$ cat src/rtl/load_rs_param.sv
// Load reservation station for the Tomasulo core.
// Holds up to DEPTH pending loads. Each entry waits for its base operand,
// either supplied at dispatch or captured from one of two CDB ports.
// The oldest ready entry moves into a single output register, which presents
// base + offset to the load unit over a valid/ready handshake.
module load_rs_param #(
    parameter int                DEPTH       = 4,
    parameter int                XLEN        = 32,
    parameter int                TAG_W       = 6,
    parameter logic [TAG_W-1:0]  INVALID_TAG = 6'b010000
) (
    input  logic                         clock,
    input  logic                         reset,
    input  logic                         flush,
    input  logic                         alloc_valid,
    output logic                         alloc_ready,
    input  logic [2:0]                   alloc_sub_type,
    input  logic [XLEN-1:0]              alloc_base,
    input  logic [TAG_W-1:0]             alloc_base_tag,
    input  logic [XLEN-1:0]              alloc_offset,
    input  logic [TAG_W-1:0]             alloc_rob,
    input  logic                         cdb0_valid,
    input  logic [TAG_W-1:0]             cdb0_tag,
    input  logic [XLEN-1:0]              cdb0_data,
    input  logic                         cdb1_valid,
    input  logic [TAG_W-1:0]             cdb1_tag,
    input  logic [XLEN-1:0]              cdb1_data,
    output logic                         issue_valid,
    input  logic                         issue_ready,
    output logic [XLEN-1:0]              issue_addr,
    output logic [2:0]                   issue_type,
    output logic [TAG_W-1:0]             issue_rob,
    output logic [$clog2(DEPTH+1)-1:0]   count
);

    localparam int                CNT_W     = $clog2(DEPTH + 1);
    localparam int                IDX_W     = (DEPTH > 1) ? $clog2(DEPTH) : 1;
    localparam logic [CNT_W-1:0]  DEPTH_CNT = CNT_W'(DEPTH);
    localparam logic [DEPTH-1:0]  ONE_VEC   = DEPTH'(1'b1);
    localparam logic [IDX_W-1:0]  ONE_AGE   = IDX_W'(1'b1);

    // A CDB port delivers the operand for 'tag' when it is valid and names
    // that tag; the ready marker itself can never be woken.
    function automatic logic cdb_hit(
        input logic             cdb_valid,
        input logic [TAG_W-1:0] cdb_tag,
        input logic [TAG_W-1:0] tag
    );
        cdb_hit = cdb_valid && (cdb_tag == tag) && (tag != INVALID_TAG);
    endfunction

    // ------------------------------------------------------------------
    // Entry storage
    // ------------------------------------------------------------------
    logic [DEPTH-1:0]   ent_valid_r;
    logic [2:0]         ent_type_r [DEPTH];
    logic [XLEN-1:0]    ent_base_r [DEPTH];
    logic [TAG_W-1:0]   ent_tag_r  [DEPTH];
    logic [XLEN-1:0]    ent_off_r  [DEPTH];
    logic [TAG_W-1:0]   ent_rob_r  [DEPTH];
    logic [IDX_W-1:0]   ent_age_r  [DEPTH];

    logic [DEPTH-1:0]   ent_valid_nx_s;
    logic [2:0]         ent_type_nx_s [DEPTH];
    logic [XLEN-1:0]    ent_base_nx_s [DEPTH];
    logic [TAG_W-1:0]   ent_tag_nx_s  [DEPTH];
    logic [XLEN-1:0]    ent_off_nx_s  [DEPTH];
    logic [TAG_W-1:0]   ent_rob_nx_s  [DEPTH];
    logic [IDX_W-1:0]   ent_age_nx_s  [DEPTH];

    // Output register and occupancy
    logic [CNT_W-1:0]   count_r;
    logic               alloc_ready_r;
    logic               issue_valid_r;
    logic [XLEN-1:0]    issue_addr_r;
    logic [2:0]         issue_type_r;
    logic [TAG_W-1:0]   issue_rob_r;

    logic [CNT_W-1:0]   count_nx_s;
    logic               alloc_ready_nx_s;
    logic               issue_valid_nx_s;
    logic [XLEN-1:0]    issue_addr_nx_s;
    logic [2:0]         issue_type_nx_s;
    logic [TAG_W-1:0]   issue_rob_nx_s;

    // Per-entry status
    logic [DEPTH-1:0]   ready_s;
    logic [DEPTH-1:0]   wake0_s;
    logic [DEPTH-1:0]   wake1_s;
    logic [DEPTH-1:0]   sel_onehot_s;
    logic [DEPTH-1:0]   free_vec_s;
    logic [DEPTH-1:0]   free_onehot_s;

    // Selected candidate fields
    logic               cand_found_s;
    logic [IDX_W-1:0]   cand_age_s;
    logic [XLEN-1:0]    cand_base_s;
    logic [XLEN-1:0]    cand_off_s;
    logic [2:0]         cand_type_s;
    logic [TAG_W-1:0]   cand_rob_s;

    // Handshake and allocation control
    logic               issue_take_s;
    logic               alloc_fire_s;
    logic               alloc_wake0_s;
    logic               alloc_wake1_s;
    logic [IDX_W-1:0]   alloc_age_s;
    logic [XLEN-1:0]    alloc_base_s;
    logic [TAG_W-1:0]   alloc_tag_s;

    assign alloc_ready = alloc_ready_r;
    assign issue_valid = issue_valid_r;
    assign issue_addr  = issue_addr_r;
    assign issue_type  = issue_type_r;
    assign issue_rob   = issue_rob_r;
    assign count       = count_r;

    // Per-entry readiness (registered tag only) and CDB wakeup detection.
    always_comb begin
        ready_s = '0;
        wake0_s = '0;
        wake1_s = '0;
        for (int i = 0; i < DEPTH; i++) begin
            ready_s[i] = ent_valid_r[i] && (ent_tag_r[i] == INVALID_TAG);
            wake0_s[i] = ent_valid_r[i] && cdb_hit(cdb0_valid, cdb0_tag, ent_tag_r[i]);
            wake1_s[i] = ent_valid_r[i] && cdb_hit(cdb1_valid, cdb1_tag, ent_tag_r[i]);
        end
    end

    // Oldest-ready selection: an entry wins when no other ready entry is
    // older. Ages are unique among valid entries, so the result is one-hot.
    always_comb begin
        sel_onehot_s = '0;
        for (int i = 0; i < DEPTH; i++) begin
            sel_onehot_s[i] = ready_s[i];
            for (int j = 0; j < DEPTH; j++) begin
                sel_onehot_s[i] = sel_onehot_s[i]
                                & ~(ready_s[j] & (ent_age_r[j] < ent_age_r[i]));
            end
        end
        cand_found_s = |sel_onehot_s;
        cand_age_s   = '0;
        cand_base_s  = '0;
        cand_off_s   = '0;
        cand_type_s  = '0;
        cand_rob_s   = '0;
        for (int i = 0; i < DEPTH; i++) begin
            cand_age_s  = cand_age_s  | (sel_onehot_s[i] ? ent_age_r[i]  : '0);
            cand_base_s = cand_base_s | (sel_onehot_s[i] ? ent_base_r[i] : '0);
            cand_off_s  = cand_off_s  | (sel_onehot_s[i] ? ent_off_r[i]  : '0);
            cand_type_s = cand_type_s | (sel_onehot_s[i] ? ent_type_r[i] : '0);
            cand_rob_s  = cand_rob_s  | (sel_onehot_s[i] ? ent_rob_r[i]  : '0);
        end
    end

    // Handshake, free-slot search, allocation bypass and occupancy update.
    always_comb begin
        issue_take_s  = cand_found_s && (!issue_valid_r || issue_ready);
        alloc_fire_s  = alloc_valid && alloc_ready_r;
        // Only slots free in the registered state are usable, so a slot
        // vacated by this cycle's issue waits one cycle before reuse.
        free_vec_s    = ~ent_valid_r;
        free_onehot_s = free_vec_s & (~free_vec_s + ONE_VEC);
        // Newest entry sits behind everything that survives this edge.
        alloc_age_s   = IDX_W'(count_r - CNT_W'(issue_take_s));
        alloc_wake0_s = cdb_hit(cdb0_valid, cdb0_tag, alloc_base_tag);
        alloc_wake1_s = cdb_hit(cdb1_valid, cdb1_tag, alloc_base_tag);
        alloc_base_s  = alloc_wake0_s ? cdb0_data
                      : (alloc_wake1_s ? cdb1_data : alloc_base);
        alloc_tag_s   = (alloc_wake0_s || alloc_wake1_s) ? INVALID_TAG : alloc_base_tag;
        count_nx_s    = count_r + CNT_W'(alloc_fire_s) - CNT_W'(issue_take_s);
        alloc_ready_nx_s = (count_nx_s < DEPTH_CNT);
    end

    // Next state of every entry: allocation write, or wakeup / removal /
    // age compaction of an existing entry.
    always_comb begin
        ent_valid_nx_s = ent_valid_r;
        for (int i = 0; i < DEPTH; i++) begin
            ent_type_nx_s[i] = ent_type_r[i];
            ent_base_nx_s[i] = ent_base_r[i];
            ent_tag_nx_s[i]  = ent_tag_r[i];
            ent_off_nx_s[i]  = ent_off_r[i];
            ent_rob_nx_s[i]  = ent_rob_r[i];
            ent_age_nx_s[i]  = ent_age_r[i];
            if (alloc_fire_s && free_onehot_s[i]) begin
                ent_valid_nx_s[i] = 1'b1;
                ent_type_nx_s[i]  = alloc_sub_type;
                ent_base_nx_s[i]  = alloc_base_s;
                ent_tag_nx_s[i]   = alloc_tag_s;
                ent_off_nx_s[i]   = alloc_offset;
                ent_rob_nx_s[i]   = alloc_rob;
                ent_age_nx_s[i]   = alloc_age_s;
            end else begin
                ent_valid_nx_s[i] = ent_valid_r[i] & ~(issue_take_s & sel_onehot_s[i]);
                ent_age_nx_s[i]   = (issue_take_s && ent_valid_r[i] && (ent_age_r[i] > cand_age_s))
                                  ? (ent_age_r[i] - ONE_AGE) : ent_age_r[i];
                ent_base_nx_s[i]  = wake0_s[i] ? cdb0_data
                                  : (wake1_s[i] ? cdb1_data : ent_base_r[i]);
                ent_tag_nx_s[i]   = (wake0_s[i] || wake1_s[i]) ? INVALID_TAG : ent_tag_r[i];
            end
        end
    end

    // Output register: load on a free/accepted slot, hold under
    // back-pressure, drain when accepted with nothing to replace it.
    always_comb begin
        issue_valid_nx_s = issue_take_s || (issue_valid_r && !issue_ready);
        issue_addr_nx_s  = issue_take_s ? (cand_base_s + cand_off_s) : issue_addr_r;
        issue_type_nx_s  = issue_take_s ? cand_type_s : issue_type_r;
        issue_rob_nx_s   = issue_take_s ? cand_rob_s  : issue_rob_r;
    end

    // State registers: reset, then flush, then normal update.
    always_ff @(posedge clock) begin
        if (reset) begin
            ent_valid_r   <= '0;
            count_r       <= '0;
            alloc_ready_r <= 1'b1;
            issue_valid_r <= 1'b0;
            issue_addr_r  <= '0;
            issue_type_r  <= '0;
            issue_rob_r   <= '0;
            for (int i = 0; i < DEPTH; i++) begin
                ent_type_r[i] <= '0;
                ent_base_r[i] <= '0;
                ent_tag_r[i]  <= INVALID_TAG;
                ent_off_r[i]  <= '0;
                ent_rob_r[i]  <= '0;
                ent_age_r[i]  <= '0;
            end
        end else if (flush) begin
            ent_valid_r   <= '0;
            count_r       <= '0;
            alloc_ready_r <= 1'b1;
            issue_valid_r <= 1'b0;
        end else begin
            ent_valid_r   <= ent_valid_nx_s;
            count_r       <= count_nx_s;
            alloc_ready_r <= alloc_ready_nx_s;
            issue_valid_r <= issue_valid_nx_s;
            issue_addr_r  <= issue_addr_nx_s;
            issue_type_r  <= issue_type_nx_s;
            issue_rob_r   <= issue_rob_nx_s;
            for (int i = 0; i < DEPTH; i++) begin
                ent_type_r[i] <= ent_type_nx_s[i];
                ent_base_r[i] <= ent_base_nx_s[i];
                ent_tag_r[i]  <= ent_tag_nx_s[i];
                ent_off_r[i]  <= ent_off_nx_s[i];
                ent_rob_r[i]  <= ent_rob_nx_s[i];
                ent_age_r[i]  <= ent_age_nx_s[i];
            end
        end
    end

endmodule

$ cat config.mk
export PLATFORM = sky130hd
export DESIGN_NAME = load_rs_param
export DESIGN_NICKNAME = d
export VERILOG_FILES = /design/src/rtl/load_rs_param.sv
export SDC_FILE = /design/constraint.sdc
export NUM_CORES = 1
export LEC_CHECK = 0
export ABC_AREA = 0
export BUFFER_PORTS_ARGS = -buffer_cell sky130_fd_sc_hd__buf_4
export CORE_UTILIZATION = 52
export CTS_CLUSTER_SIZE = 16
export DETAILED_ROUTE_END_ITERATION = 6
export GPL_ROUTABILITY_DRIVEN = 0
export HOLD_SLACK_MARGIN = 0.03
export PLACE_DENSITY = 0.85
export SETUP_SLACK_MARGIN = 0.2
export SLEW_MARGIN = 20
export SYNTH_ARGS = -nofsm -noshare
export SYNTH_HDL_FRONTEND = slang
export SYNTH_SLANG_ARGS = --single-unit
$ cat constraint.sdc
create_clock -name clock -period 5.09 [get_ports clock]
set_input_delay 1.018 -clock clock [delete_from_list [all_inputs] [get_ports clock]]
set_output_delay 1.018 -clock clock [all_outputs]
set_load 0.005 [all_outputs]
# After elaboration in Yosys (flattened, before gate mapping)
# Memory sizes are Yosys's and may differ from the RTL's.
# Index checks and enable logic that the tools add are counted.
# Widths: inputs -> output; s select.
[totals]
ramBits = 324
ff_bits = 50
inputBits = 162
mem_count = 6
elab_cells = 320
output_inout_bits = 46
[classes]
muxes = 96
eq_ne = 19
n_reduce_logical = 59
addsub = 9
n_lt_le_gt_ge = 21
n_bitwise = 103
[memory_table]
columns = ["memory", "depth", "word_bits", "rd", "rd_clocked_by_memory_dff", "wr", "line", "rtl"]
rows = [
  ["ent_base_r", 4, 32, 4, 0, 4, "57", "logic [XLEN-1:0] ent_base_r [DEPTH];"],
  ["ent_off_r", 4, 32, 4, 0, 4, "59", "logic [XLEN-1:0] ent_off_r [DEPTH];"],
  ["ent_rob_r", 4, 6, 4, 0, 4, "60", "logic [TAG_W-1:0] ent_rob_r [DEPTH];"],
  ["ent_tag_r", 4, 6, 4, 0, 4, "58", "logic [TAG_W-1:0] ent_tag_r [DEPTH];"],
  ["ent_type_r", 4, 3, 4, 0, 4, "56", "logic [2:0] ent_type_r [DEPTH];"],
  ["ent_age_r", 4, 2, 4, 0, 4, "61", "logic [IDX_W-1:0] ent_age_r [DEPTH];"],
]
[ops]
columns = ["op", "count"]
rows = [
  ["$mux 32", 34],
  ["$or 32x32->32", 6],
  ["$mux 6", 25],
  ["$eq 6x6->1", 10],
  ["$logic_and 1x1->1", 47],
  ["$and 1x1->1", 40],
  ["$mux 3", 12],
  ["$add 32x32->32", 1],
  ["$lt 2x2->1", 16],
  ["$mux 2", 16],
  ["$ne 6x5->1 const B", 5],
  ["$eq 6x5->1 const B", 4],
  ["$or 1x1->1", 24],
  ["$not 1->1", 21],
  ["$or 6x6->6", 3],
  ["$mux 1", 9],
  ["$or 3x3->3", 3],
  ["$gt 2x2->1", 4],
  ["$not 4->4", 2],
  ["$sub 2x1->2 const B", 4],
  ["$logic_or 1x1->1", 7],
  ["$or 2x2->2", 3],
  ["$add 4x1->4 const B", 1],
  ["$and 4x4->4", 1],
  ["other kinds (8)", 9],
]

# Depth between registers and ports, before layout
# Gate-level depths: netlist (run 1).
[logic_depth]
depth_word = 17
depth_mapped = 21
depth_no_buf = 19

# Worst setup path before layout (run 1)
# Ideal clock, no wire load.
[synth_timing]
kind = "input to register"
start = "input alloc_valid"
end = "memory ent_age_r[3][0] (netlist bit), enable pin"
t_arrival_ps = 4986
setup_slack_ps = -215
t_required_ps = 4771
cell_stages = 5
cell_sequence = "nand4_1 > or3b_2 > clkbuf_1 > o21ai_0 > a41o_1"
[synth_lines]
columns = ["element", "line", "rtl"]
rows = [
  ["start: declaration", "15", "input logic alloc_valid,"],
  ["end: declaration", "61", ""],
]

==> results of run 1 <==
-- routing by layer --
metal | vias up | global-route usage (%)
li1 | 7574 | -
met2 | 1078 | 45.6
met3 | 183 | 5.63
met5 | - | 0
met4 | 2 | 11.7
met1 | 7921 | 36.9
-- stage by stage --
step	setup slack, ps	power [W]	area (um^2)	std cells	hold slack, ps
global placement	591	0.00425	23000	2573	442
floorplan	739	0.00399	21000	1949	448
finish	411	0.00703	24300	2646	454
detailed placement	370	0.00429	23000	2573	448
CTS	366	0.00703	24300	2643	456
global route	166	0.00721	24300	2646	467
-- cells in the mapped netlist (all sizes together), types with 6 or more instances --
master  number  area share, %
edfxtp     324             46
nand2      196            3.5
nor2       177            3.2
mux2i      164            7.8
a211oi     145            5.6
a22oi      127            4.5
and2       110            3.3
clkbuf     107            1.9
xnor2       75            3.1
a21oi       69            1.6
o21ai       65            1.7
ha          54            3.2
dfxtp       50            4.8
buf         38           0.95
inv         33           0.59
nand3       24           0.57
nor3        22           0.67
nand4       20           0.60
xor2        15           0.63
a22o        12           0.50
a221oi      11           0.46
nor4         9           0.48
nand2b       8           0.24
o21a         7           0.25
or3          7           0.21
a21o         6           0.21
o211ai       6           0.21
-- repair_timing --
action,in CTS,in global routing
gates resized for setup,0,3
buffers inserted,0,3
endpoints found under the setup margin,0,9
-- power groups by stage --
stage | logic [W] | clock network, W | registers, W
after global routing | 0.000680 | 0.00291 | 0.00362
final | 0.000635 | 0.00279 | 0.00361
after floorplan | 0.000345 | 0 | 0.00365
after CTS | 0.000625 | 0.00280 | 0.00361
after global placement | 0.000590 | 0 | 0.00366
after detailed placement | 0.000618 | 0 | 0.00367
-- layout make-up --
class	instances	share of cell area [%]
Sequential cell	374	44.1
Multi-Input combinational cell	1397	39.9
Timing Repair Buffer	247	7.63
Clock buffer	48	4.21
Tap cell	525	2.70
Clock inverter	22	0.927
Inverter	33	0.510
-- kinds of logic after synthesis --
kind of cell,Yosys count,synth area share (%)
muxes,164,7.82
and+or+nand+nor,602,13.8
buffers and inverters,178,3.46
AOI/OAI and AO/OA,485,16.6
adders and majority gates,56,3.41
DFF,374,51.1
xor gates and xnor gates,90,3.75
-- worst max-delay path, cell delays in order, from the launching register on --
cell and delay [ps]:
edfxtp_1 500, ha_1 380, nand2b_1 120, nand4_1 180, and4_4 430, buf_4 530
a22oi_1 170, nand2_1 190, ha_1 360, a21oi_1 220, nand2_1 70, a221oi_1 330
o2111ai_1 250, a31oi_1 340, o21ai_1 130, xor2_1 130, nand2_1 60, a21oi_1 180
-- flip-flops by register name (all words and copies together), names as in the netlist --
register and count:
issue_type 3, ent_tag_r 24, alloc_ready 1, ent_type_r 12, ent_age_r 8, count 3
ent_off_r 128, ent_rob_r 24, ent_valid_r 4, issue_valid 1, issue_rob 6, issue_addr 32
ent_base_r 128
-- path summary, 6_finish.rpt --
| path | cells after the start | from | end | slack [ps] |
|---|---|---|---|---|
| worst max-delay path | 17 | ent_age_r[0][1] | issue_addr[27] | 410 |
| worst min-delay path | 2 | issue_addr[16] | issue_addr[16] | 450 |
| worst max register to register | 17 | ent_age_r[0][1] | issue_addr[27] | 410 |
| worst min register to register | 2 | issue_addr[16] | issue_addr[16] | 450 |
==> impl_metrics.yaml, run 1 <==
outcome:
  status: "complete, no violations"
route:
  top_layer: "met5"
  vias_per_cell: 6.33
  met2_length_mm: 27.5
  finalWirelength_mm: 59.0
  wl_met1_mm: 22.9
  drc_errors: 0
  drt_iter0_markers: 1875
  dr.pass1.iters: 6
  vias: 16800
  ant_nets: 0
  wl_met3_mm: 6.61
  wl_per_cell_um: 22.3
synth:
  synth.avg_cell_area_um2: 10.8
  ys_seq_area_share_pct: 51.1
  ys_types: 75
  synth.net_count: 2167
  ys_warn_count: 0
  syn_inst: 1949
  synth-edff-count: 324
  ys_ff_latch: 374
  synth_ff_type: "edfxtp_1"
  synth_async_sr_flop_share_pct: 0
  netlist_area_um2: 21000
timing:
  finalCritPeriodShare_pct: 91.9
  maxSlewViolCount: 0
  fin_tns_setup_ps: 0
  max_freq_mhz: 214
  layout_min_cycle_time_ps: 4680
  tightest_slew_ps: 1070
  setup_viol: 0
  rsz0062_at_grt: "yes"
  hold_viol_final: 0
  skew_ps: 23.4
  worst_slew_margin_rel_pct: 28.7
power_and_ir_drop:
  pwr_density_cell_nw_per_um2: 289
  power_frac_comb_pct: 9.0
  p_switching_w: 0.00166
  ir_drop_v: 0.000234
  switching_share_pct: 23.7
  clkPwrFrac_pct: 39.7
  p_int_w: 0.00537
  p_leak_nw: 8.73
  power_frac_seq_pct: 51.3
layout:
  antennaDiodeCount: 0
  nNetsFinal: 2309
  syn_to_final_growth_pct: 15.7
  seqCellArea_um2: 10700
  final_common_cell: "edfxtp_1"
  multi_input_area_um2: 9690
  fillers: 3087
  final_core_util_pct: 61.0
  drive_above_1_share_pct: 17.4
  final_cell_mix: "324 x edfxtp_1, 247 x buf_4, 194 x nand2_1, 171 x nor2_1, 164 x mux2i_1"
floorplan:
  initial_core_util_pct: 52.7
  fp.coreArea_um2: 39800
  dieArea_um2: 41200
  die_y_um: 203
  num_rows: 73
  io_pins: 208
  die_w_um: 203
global_routing:
  grt_pass1_vias: 16400
  grt_pass1_wl_mm: 90.2
  grt_use_total_pct: 28.1
  grt_max_degree: 82
  antenna_found_initial: 1
  overflow: 0
setup_path:
  critPathCaptureType: "flop"
  crit_arrival_ps: 5150
  worstSetupStartpointType: "flop"
  critPathRequiredTime_ps: 5560
  worst-path-max-fanout: 34
  worstSetupPathType: "flop to flop"
placed_design:
  dp_hpwl_mm: 39.5
  portBuffers: 207
clock_tree:
  clockBufferDepth: 3
  htreeDepth: 2
  cts-root-buf: "clkbuf_16"
  clkTransAtPathRegs_ps: 60
  cts_sinks: 374
  cts_buffers: 38
  clk_latency_ps: 550
  tritoncts: "built"
  ctsHoldBuffers: 0
job:
  max-cap-violations: 0
hold_path:
  hold_class: "flop to flop"
No activity file was read; power rests on OpenSTA's default activity.
==> run 2: changes to the inputs <==
--- a/config.mk
+++ b/config.mk
@@ -12,7 +12,7 @@
 export DETAILED_ROUTE_END_ITERATION = 6
 export GPL_ROUTABILITY_DRIVEN = 0
 export HOLD_SLACK_MARGIN = 0.03
-export PLACE_DENSITY = 0.85
+export PLACE_DENSITY = 0.83
 export SETUP_SLACK_MARGIN = 0.2
 export SLEW_MARGIN = 20
 export SYNTH_ARGS = -nofsm -noshare
==> constraint.sdc (replaced) <==
create_clock -name clock -period 5.43 [get_ports clock]
set_input_delay 1.086 -clock clock [delete_from_list [all_inputs] [get_ports clock]]
set_output_delay 1.086 -clock clock [all_outputs]
set_load 0.005 [all_outputs]
==> impl_metrics.yaml, run 2 (synthesized netlist as in run 1, its figures left out) <==
clock_tree:
  cts_sinks: 374
  cts_setup_buffers: 0
  cts_buffers: 39
  clk_latency_ps: 540
  cts-root-buf: "clkbuf_16"
  htreeDepth: 2
  clkTransAtPathRegs_ps: 60
  cts.repair.resized: 0
  ctsHoldBuffers: 0
  tritoncts: "built"
  clockBufferDepth: 3
route:
  dr.pass1.iters: 7
  ant_nets: 0
  vias_per_cell: 6.31
  drt_iter0_markers: 2024
  vias: 16700
  drc_errors: 3
  wl_per_cell_um: 22.0
  finalWirelength_mm: 58.2
power_and_ir_drop:
  total_power_w: 0.00661
  p_switching_w: 0.00152
  power_frac_seq_pct: 51.1
  ir_drop_v: 0.000171
  pwr_density_cell_nw_per_um2: 272
  power_frac_comb_pct: 8.9
  p_int_w: 0.00509
  p_leak_nw: 8.74
  switching_share_pct: 23.0
  clkPwrFrac_pct: 40.0
floorplan:
  io_pins: 208
  num_rows: 73
  fp.coreArea_um2: 39800
  die_y_um: 203
  initial_core_util_pct: 52.7
  dieArea_um2: 41200
  die_w_um: 203
setup_path:
  crit_path_frequent_cell: "a21oi_1"
  crit_buf_inv: 3
  critPathCaptureType: "flop"
  slowest_stage: "edfxtp_1"
  slowest_delay_ps: 450
  crit_chain: "inv_1 -> ha_1 -> inv_1 -> a21oi_1 -> a22o_1 -> nor3_4 -> buf_12 -> a22oi_1 -> nand2_1 -> ha_1 -> fa_1 -> a21oi_1 -> o21ai_1 -> o211ai_1 -> o311ai_2 -> a21oi_1 -> o21ai_0 -> a41oi_1 -> mux2i_1 -> nand3_1"
  worstSetupStartpointType: "flop"
  critical-path-top-delay-family: "compound AO/OA/AOI/OAI gates"
  crit_arrival_ps: 5270
  critPathRequiredTime_ps: 5840
  worst-path-max-fanout: 11
  worstSetupPathType: "flop to flop"
timing:
  fin_tns_setup_ps: 0
  max_freq_mhz: 206
  rsz0062_at_grt: "no"
  hold_viol_final: 0
  worst_slew_margin_rel_pct: 35.3
  skew_ps: 20.9
  setup_viol: 0
  layout_min_cycle_time_ps: 4860
  maxSlewViolCount: 0
  tightest_slew_ps: 960
  finalCritPeriodShare_pct: 89.4
layout:
  final_common_cell: "edfxtp_1"
  syn_to_final_growth_pct: 15.9
  nNetsFinal: 2308
  drive_above_1_share_pct: 17.0
  final_cell_mix: "324 x edfxtp_1, 241 x buf_4, 193 x nand2_1, 171 x nor2_1, 164 x mux2i_1"
  fillers: 3127
placed_design:
  dp_hpwl_mm: 39.4
  portBuffers: 207
job:
  max-cap-violations: 0
global_routing:
  overflow: 0
  antenna_found_initial: 1
  grt_max_degree: 72
  grt_use_total_pct: 28.0
  grt_pass1_wl_mm: 89.6
  grt_pass1_vias: 16100
hold_path:
  hold_class: "flop to flop"
outcome:
  status: "complete, but fails checks"
  violations: "design-rule violations"
[run 2: worst min-delay path: stages (launching register included)]
cell     delay (ps)
dfxtp_1         310
nand2_1          50
a21oi_1          50
[run 2: routing by layer]
| metal | vias to the layer above | GRT usage [%] | share of wire (%) |
|---|---|---|---|
| li1 | 7565 | - | - |
| met1 | 7988 | 38.0 | 40 |
| met2 | 958 | 45.4 | 47 |
| met3 | 144 | 5.22 | 11 |
| met4 | 0 | 8.86 | 2.6 |
| met5 | - | 0 | 0 |
[run 2: worst paths after layout]
check | depth (start not counted) | startpoint | to | slack [ps]
setup reg to reg | 20 | ent_age_r[0][0] | issue_addr[30] | 570
hold reg to reg | 2 | issue_addr[6] | issue_addr[6] | 450
hold / removal | 2 | issue_addr[6] | issue_addr[6] | 450
setup / recovery | 20 | ent_age_r[0][0] | issue_addr[30] | 570
[run 2: final cells by class]
cell class              count  area [um^2]  share of cell area (%)
flip-flops and latches    374        10700                    44.1
multi-input cells        1397         9690                    39.8
repair buffers            245         1890                    7.76
clock buffers              49         1090                    4.47
well taps                 525          657                    2.70
clock inverters            17          165                   0.678
inverters                  33          124                   0.509
diodes                      1         2.50                  0.0103
[run 2: power groups by stage]
stage,logic (W),registers (W),clock network (W)
6_report,0.000591,0.00338,0.00264
5_1_grt,0.000634,0.00339,0.00277
3_3_place_gp,0.000554,0.00343,0
2_1_floorplan,0.000324,0.00342,0
4_1_cts,0.000581,0.00338,0.00266
3_5_place_dp,0.000576,0.00344,0
[run 2: through the flow]
step | hold slack [ps] | worst slack (ps) | util, % | std cells | cell area, um^2
global placement | 444 | 844 | 57.8 | 2569 | 23000
detailed placement | 448 | 618 | 57.8 | 2569 | 23000
global route | 477 | 274 | 61.1 | 2641 | 24300
floorplan | 448 | 250 | - | 1949 | 21000
CTS | 456 | 557 | 61.0 | 2635 | 24300
finish | 452 | 574 | 61.1 | 2641 | 24300
==> run 3: changes to the inputs <==
--- a/config.mk
+++ b/config.mk
@@ -13,6 +13,7 @@
 export GPL_ROUTABILITY_DRIVEN = 0
 export HOLD_SLACK_MARGIN = 0.03
 export PLACE_DENSITY = 0.83
+export RECOVER_POWER = 100
 export SETUP_SLACK_MARGIN = 0.2
 export SLEW_MARGIN = 20
 export SYNTH_ARGS = -nofsm -noshare
==> impl_metrics.yaml, run 3 (synthesized netlist as in run 1, its figures left out) <==
layout:
  final_common_cell: "edfxtp_1"
  final_cell_mix: "324 x edfxtp_1, 194 x nand2_1, 184 x buf_4, 176 x nor2_1, 164 x mux2i_1"
  syn_to_final_growth_pct: 15.4
  nNetsFinal: 2308
  layout.cells.non_filler: 2641
  drive_above_1_share_pct: 16.0
  fillers: 3156
setup_path:
  worst-path-max-fanout: 37
  slowest_delay_ps: 1380
  crit_chain: "inv_1 -> ha_1 -> nand2b_1 -> a22oi_1 -> a22o_1 -> nor3_1 -> buf_12 -> buf_4 -> buf_4 -> o311a_2 -> clkbuf_1 -> nor2_1 -> a211oi_1"
  crit_buf_inv: 5
  worstSetupPathType: "flop to flop"
  critical-path-top-delay-family: "buffers and inverters"
  crit_path_frequent_cell: "buf_4"
  critPathCaptureType: "flop"
  slowest_stage: "clkbuf_1"
  worstSetupStartpointType: "flop"
  critPathRequiredTime_ps: 5830
  crit_arrival_ps: 5440
outcome:
  violations: "max-capacitance violations, max-slew violations"
  status: "complete, but fails checks"
power_and_ir_drop:
  p_leak_nw: 8.60
  pwr_density_cell_nw_per_um2: 273
  ir_drop_v: 0.000172
job:
  max-cap-violations: 3
floorplan:
  initial_core_util_pct: 52.7
  die_y_um: 203
  fp.coreArea_um2: 39800
  io_pins: 208
  dieArea_um2: 41200
  die_w_um: 203
  num_rows: 73
route:
  ant_nets: 0
  vias: 16600
  vias_per_cell: 6.29
  drt_iter0_markers: 2071
  drc_errors: 0
  finalWirelength_mm: 58.4
  dr.pass1.iters: 6
  wl_per_cell_um: 22.1
clock_tree:
  cts_sinks: 374
  cts-root-buf: "clkbuf_16"
  clockBufferDepth: 3
  tritoncts: "built"
  clk_latency_ps: 540
  cts_buffers: 39
  cts.repair.resized: 0
  htreeDepth: 2
  clkTransAtPathRegs_ps: 60
global_routing:
  grt_max_degree: 72
  grt_use_total_pct: 28.0
  antenna_found_initial: 1
  grt_pass1_wl_mm: 89.6
  grt_pass1_vias: 16100
  overflow: 0
timing:
  rsz0062_at_grt: "no"
  max_freq_mhz: 199
  finalCritPeriodShare_pct: 92.8
  fin_tns_setup_ps: 0
  skew_ps: 21.0
  worst_slew_margin_rel_pct: -59.3
  tightest_slew_ps: 2390
  layout_min_cycle_time_ps: 5040
  hold_viol_final: 0
  maxSlewViolCount: 116
  setup_viol: 0
placed_design:
  dp_hpwl_mm: 39.4
  dp.cells: 2569
  portBuffers: 207
hold_path:
  hold_class: "flop to flop"
==> run 3: worst paths after layout <==
path | start | end | slack [ps] | depth (start not counted)
setup / recovery | ent_age_r[3][1] | issue_type[0] | 390 | 13
hold / removal | issue_addr[6] | issue_addr[6] | 450 | 2
setup reg to reg | ent_age_r[3][1] | issue_type[0] | 390 | 13
hold reg to reg | issue_addr[6] | issue_addr[6] | 450 | 2
==> run 3: repair_timing <==
action | 4_1_cts | 5_1_grt
endpoints found under the setup margin | 0 | 2
setup buffers | 0 | 4
hold buffers | 0 | 0
==> run 3: power breakdown <==
group | total, W | internal, W | switching [W]
clock network | 0.00265 | 0.00156 | 0.00109
logic | 0.000582 | 0.000222 | 0.000360
registers | 0.00338 | 0.00331 | 0.0000653
total | 0.00660 | 0.00509 | 0.00151
==> run 3: cell type report <==
| cell class | instances | area, um^2 | area share [%] |
|---|---|---|---|
| antenna | 1 | 2.50 | 0.0103 |
| sequential | 374 | 10700 | 44.3 |
| inverter | 33 | 124 | 0.511 |
| clock buffer | 49 | 1090 | 4.49 |
| timing repair buffer | 245 | 1840 | 7.60 |
| tap | 525 | 657 | 2.71 |
| multi-input combinational | 1397 | 9620 | 39.7 |
| clock inverter | 17 | 165 | 0.682 |
==> run 3: per-layer routing <==
metal	GRT usage [%]	routed length, um
met1	38.0	23200
met4	8.86	1400
met2	45.4	27500
met5	0	0
met3	5.22	6280
==> run 3: stage by stage <==
step	power (W)	area [um^2]	hold slack, ps	setup slack (ps)	util, %
5_1_grt	0.00679	24200	476	146	60.8
3_5_place_dp	0.00401	23000	448	618	57.8
6_report	0.00660	24200	451	393	60.8
4_1_cts	0.00662	24300	456	557	61.0
2_1_floorplan	0.00375	21000	448	250	-
3_3_place_gp	0.00398	23000	444	844	57.8
==> run 3: tightest hold or removal path: stages (launching register included) <==
cell	delay [ps]
dfxtp_1	310
nand2_1	50
a21oi_1	50
